### src/rtl/emu_clk_mgr.sv
// rtl/emu_clk_mgr.sv - emulator clock manager: divide-by-2 emu_clk, run/halt/step control,
// per-channel clock-enable dividers and emulated-cycle counter, all in the emu_clk_2x domain.
module emu_clk_mgr #(
    parameter int N_CH   = 4,
    parameter int DIV_W  = 16,
    parameter int STEP_W = 32,
    parameter int CNT_W  = 64,
    localparam int CH_W  = (N_CH > 1) ? $clog2(N_CH) : 1
) (
    input  logic              emu_clk_2x,
    input  logic              emu_rst,
    input  logic              cmd_valid,
    output logic              cmd_ready,
    input  logic [1:0]        cmd_op,
    input  logic [STEP_W-1:0] cmd_arg,
    input  logic              cfg_wr,
    input  logic [CH_W-1:0]   cfg_ch,
    input  logic [DIV_W-1:0]  cfg_div,
    output logic              emu_clk,
    output logic              emu_tick,
    output logic [N_CH-1:0]   ch_ce,
    output logic [CNT_W-1:0]  emu_cycles,
    output logic              running,
    output logic              step_done
);

    typedef enum logic [1:0] {
        S_IDLE = 2'd0,
        S_RUN  = 2'd1,
        S_STEP = 2'd2
    } state_t;

    localparam logic [1:0] OP_HALT  = 2'b00;
    localparam logic [1:0] OP_RUN   = 2'b01;
    localparam logic [1:0] OP_STEP  = 2'b10;
    localparam logic [1:0] OP_CLEAR = 2'b11;

    state_t            state;
    state_t            state_nxt;
    logic              phase;
    logic [STEP_W-1:0] remaining;
    logic [DIV_W-1:0]  div_q [N_CH];
    logic [DIV_W-1:0]  cnt_q [N_CH];

    logic accept;
    logic halt_acc;
    logic step_load;
    logic active;
    logic tick_now;
    logic step_fin;

    assign emu_clk   = phase;
    assign cmd_ready = ~phase;
    assign running   = (state != S_IDLE);

    // Commands are only taken in the low phase, so a HALT can never cut a pulse short.
    assign accept    = cmd_valid & ~phase;
    assign halt_acc  = accept & (cmd_op == OP_HALT);
    assign step_load = accept & (cmd_op == OP_STEP) & (cmd_arg != '0);
    assign active    = (state != S_IDLE) & ~halt_acc;
    assign tick_now  = active & ~phase;
    assign step_fin  = (state == S_STEP) & phase & (remaining == STEP_W'(1));

    always_ff @(posedge emu_clk_2x) begin
        if (emu_rst) begin
            state <= S_IDLE;
        end else begin
            state <= state_nxt;
        end
    end

    always_comb begin
        state_nxt = state;
        if (step_fin) begin
            state_nxt = S_IDLE;
        end
        if (accept) begin
            case (cmd_op)
                OP_HALT:  state_nxt = S_IDLE;
                OP_RUN:   state_nxt = S_RUN;
                OP_STEP:  if (cmd_arg != '0) state_nxt = S_STEP;
                default:  state_nxt = state;
            endcase
        end
    end

    always_ff @(posedge emu_clk_2x) begin
        if (emu_rst) begin
            phase      <= 1'b0;
            emu_tick   <= 1'b0;
            ch_ce      <= '0;
            step_done  <= 1'b0;
            emu_cycles <= '0;
            remaining  <= '0;
            for (int i = 0; i < N_CH; i++) begin
                div_q[i] <= '0;
                cnt_q[i] <= '0;
            end
        end else begin
            phase     <= active & ~phase;
            emu_tick  <= tick_now;
            step_done <= step_fin;

            if (accept && (cmd_op == OP_CLEAR)) begin
                emu_cycles <= '0;
            end else if (tick_now) begin
                emu_cycles <= emu_cycles + 1'b1;
            end

            if (step_load) begin
                remaining <= cmd_arg;
            end else if ((state == S_STEP) && phase) begin
                remaining <= remaining - 1'b1;
            end

            // Out-of-range cfg_ch matches no channel, so such writes fall through harmlessly.
            for (int i = 0; i < N_CH; i++) begin
                ch_ce[i] <= tick_now & (cnt_q[i] == '0);
                if (cfg_wr && (cfg_ch == CH_W'(i))) begin
                    div_q[i] <= cfg_div;
                    cnt_q[i] <= '0;
                end else if (tick_now) begin
                    cnt_q[i] <= (cnt_q[i] == '0) ? div_q[i] : cnt_q[i] - 1'b1;
                end
            end
        end
    end

endmodule

### config.mk
export PLATFORM = sky130hd
export DESIGN_NAME = emu_clk_mgr
export DESIGN_NICKNAME = d
export VERILOG_FILES = /design/src/rtl/emu_clk_mgr.sv
export SDC_FILE = /design/constraint.sdc
export NUM_CORES = 1
export LEC_CHECK = 0
export ABC_CLOCK_PERIOD_IN_PS = 8109
export BUFFER_PORTS_ARGS = -buffer_cell sky130_fd_sc_hd__clkbuf_2
export CORE_ASPECT_RATIO = 0.6
export CORE_MARGIN = 5
export CORE_UTILIZATION = 25
export CTS_BUF_LIST = sky130_fd_sc_hd__clkbuf_4 sky130_fd_sc_hd__clkbuf_8
export DETAILED_ROUTE_END_ITERATION = 12
export PLACE_DENSITY_LB_ADDON = 0.3
export SETUP_SLACK_MARGIN = 0.05
export SLEW_MARGIN = 20
export SYNTH_ARGS = -nofsm -noshare
export SYNTH_HDL_FRONTEND = slang
export SYNTH_SLANG_ARGS = --single-unit
export TNS_END_PERCENT = 10
### constraint.sdc
create_clock -name emu_clk_2x -period 8.11 [get_ports emu_clk_2x]
set_clock_uncertainty 0.2 [all_clocks]
set_input_delay 1.622 -clock emu_clk_2x [delete_from_list [all_inputs] [get_ports emu_clk_2x]]
set_output_delay 1.622 -clock emu_clk_2x [all_outputs]
set_load 0.005 [all_outputs]
==> out/qor.csv <==
metric,value,unit
hp-start,remaining[14],
grt_setup_unrepaired,no,
final_cells,1957,
leakage,4.73,nW
first_pass_iters,5,
coreArea,0.0460,mm2
status,finished clean,
criticalPathCategory,in -> reg,
fin_nets,1369,
antenna_cells,0,
antenna_found_initial,1,
synth_top_area_share,33.2,%
hold_path.class,reg -> reg,
timing.rr.end,emu_cycles[62],
synth_top_cell_by_area,edfxtp_1,
die_x,288,um
p_total,0.00266,W
synthDistinctLibCells,58,
cts_hold_buf,0,
dieArea,0.0508,mm2
cts_tree,built,
synth_area_leaders,"edfxtp_1, dfxtp_1, nor2_1, a211oi_1, and2_1",
cp_max_fo,16,
grt_remaining_overflow,0,
slew_viol_final,0,
cts_buffers,41,
cp_common_cell,inv_1,
dp.cells,1885,
finalCritPeriodShare,46.1,%
drv_cap,0,
drt_wl_total,33.3,mm
min_period,3.74,ns
drc,0,
dr_total_vias,9571,
critPathSlowestCell,or3_1,
wire_per_inst,17.0,um
setup_tns,0,ns
worstPathCellList,clkbuf_2 > inv_1 > ha_1 > o2bb2ai_1 > or3_1 > inv_1 > nand2_1 > a211oi_1,
root_buffer,clkbuf_8,
ant_nets,0,
io_buffers,128,
synth_top_flop_cell,edfxtp_1,
drive_above_1_share,17.1,%
place_area,0.0128,mm2
syn-cell-area,0.0116,mm2
grt_pass1_vias,8986,
row_count,61,
grt_max_degree,60,
min_path_cells,2,
grt_pass1_wl,52.2,mm
areaGrowthSynthToFinish,18.0,%
cts_setup_buffers,0,
power_density,195,mW/mm2
syn_avg_cell_area,9.86,um2
ios,129,
die_h,177,um
min_to,remaining[14],
clkTransAtPathRegs,0.06,ns
synthesis.instances,1174,
cts_sinks,232,
start_kind,input pin,
dp_hpwl,23.2,mm
routabilityCongestion,0.815,
yosysWarnings,0,
worst_pin_slew,1.03,ns
max_freq,268,MHz
relSlewSlack,31.3,%
crit_path_end_kind,register,
critPathArrivalTime,3.87,ns
dp_slack,3.72,ns
grt_usage,12.8,%
htree_num_levels,2,
ir_drop,0.0000807,V
initial_utilization,25.1,%
async_reset_ff_share,0,%
design_area,0.0137,mm2
reg2reg_slack,4.88,ns
cts_resized,0,
clock_path_buffers,3,
drt-initial-drc-count,710,
ys_ff_latch,232,
synth-edff-count,128,
fin_ws,4.37,ns
synth.net_count,1245,
critPathMaxStageDelay,0.54,ns
synth-seq-area-share,51.2,%
rr_startpoint,emu_cycles[13],
hold_viol_final,0,
setup_viol,0,
clock_latency,0.57,ns
viasPerCell,4.89,
rr_worst_depth,5,
required,8.25,ns
==> kinds of logic (layout without fill, tap and decap cells) <==
logic type	after synthesis	after routing	share of synthesized area, %
AND/OR/NAND/NOR	552	552	25.9
flip-flops	232	232	51.2
AO/OA/AOI/OAI	216	216	12.5
XOR/XNOR	79	79	5.98
buffers and inverters	78	231	2.66
adder cells (fa/ha/maj)	15	15	1.62
multiplexers	2	2	0.173
==> worst max path at each step <==
stage	start	endpoint	slack (ns)
final	cmd_op[0]	cnt_q[0][6]	4.37
after global placement	cmd_op[0]	cnt_q[0][11]	3.73
after global routing	cmd_op[0]	cnt_q[0][6]	4.15
after detailed placement	cmd_op[0]	cnt_q[0][11]	3.72
after floorplan	cmd_op[0]	emu_cycles[31]	4.33
after CTS	cmd_op[0]	cnt_q[0][3]	4.31
==> cell usage in the layout, fill, tap and decap left out, types with 9 or more instances in the layout <==
master | netlist | final
or3_1 | 34 | 34
or4_1 | 30 | 30
clkbuf_8 | 0 | 45
xor2_1 | 30 | 30
o211ai_1 | 12 | 12
a21oi_1 | 62 | 62
xnor2_1 | 49 | 49
nor4_1 | 38 | 38
a31oi_1 | 11 | 11
nor3_1 | 43 | 43
nand2_1 | 76 | 76
nand4_1 | 29 | 29
and3_1 | 12 | 12
inv_1 | 24 | 24
clkbuf_2 | 0 | 128
nand3_1 | 51 | 50
o31ai_1 | 16 | 16
clkbuf_4 | 1 | 13
a211oi_1 | 60 | 60
edfxtp_1 | 128 | 128
ha_1 | 15 | 15
nor2_1 | 122 | 122
o21ai_0 | 17 | 17
and4_1 | 9 | 9
and2_1 | 70 | 70
dfxtp_1 | 104 | 104
==> state kept, by name (all words and copies together), names as in the netlist <==
| register | count |
|---|---|
| emu_clk | 1 |
| div_q | 64 |
| step_done | 1 |
| remaining | 32 |
| emu_cycles | 64 |
| state | 2 |
| cnt_q | 64 |
| ch_ce | 4 |
==> routing by layer <==
metal / global-route usage [%] / vias to the layer above / routed length, um
met5: 0 / - / 0
met1: 19.8 / 4626 / 17000
met2: 17.7 / 238 / 13700
li1: - / 4657 / -
met4: 3.19 / 0 / 689
met3: 3.18 / 50 / 2010
==> power breakdown <==
part,switching [W],leakage (nW),internal (W),total [W]
Combinational,0.000131,2.14,0.0000679,0.000199
Clock,0.000522,0.441,0.000605,0.00113
Sequential,0.0000380,2.15,0.00130,0.00134
==> synthesized netlist by cell type, types with 2 or more instances <==
library cell,instances
a211oi_1,60
a21oi_1,62
a22oi_1,8
a2bb2oi_1,6
a31oi_1,11
a32oi_1,5
and2_1,70
and3_1,12
and3b_1,5
and4_1,9
and4b_1,2
buf_2,2
clkbuf_1,48
dfxtp_1,104
edfxtp_1,128
ha_1,15
inv_1,24
mux2i_1,2
nand2_1,76
nand2b_1,7
nand3_1,51
nand3b_1,4
nand4_1,29
nand4_2,2
nor2_1,122
nor3_1,43
nor4_1,38
o211ai_1,12
o21a_1,6
o21ai_0,17
o311ai_0,7
o31ai_1,16
or2_2,6
or3_1,34
or4_1,30
or4_2,2
xnor2_1,49
xor2_1,30
==> worst max-delay path, delay by kind of cell <==
| family | cells | cell delay, ns |
|---|---|---|
| adder cells (fa/ha/maj) | 1 | 0.28 |
| AO/OA/AOI/OAI | 2 | 0.54 |
| buffers and inverters | 3 | 0.45 |
| AND/OR/NAND/NOR | 2 | 0.97 |
==> metrics by stage <==
step / util [%] / hold slack, ns
after CTS: 29.7 / 0.269
after floorplan: - / 0.243
after detailed placement: 27.9 / 0.259
after global routing: 29.7 / 0.320
final: 29.7 / 0.274
after global placement: 27.9 / 0.256
==> area by class of cell <==
class                      instances  area, um2
fill                            4814      32400
multi-input combinational        864       5340
clock inverter                    14        103
timing repair buffer             135        693
sequential                       232       5930
inverter                          24       90.1
tap                              630        788
clock buffer                      58        717
Note: power is estimated with default switching activity, not from simulation.
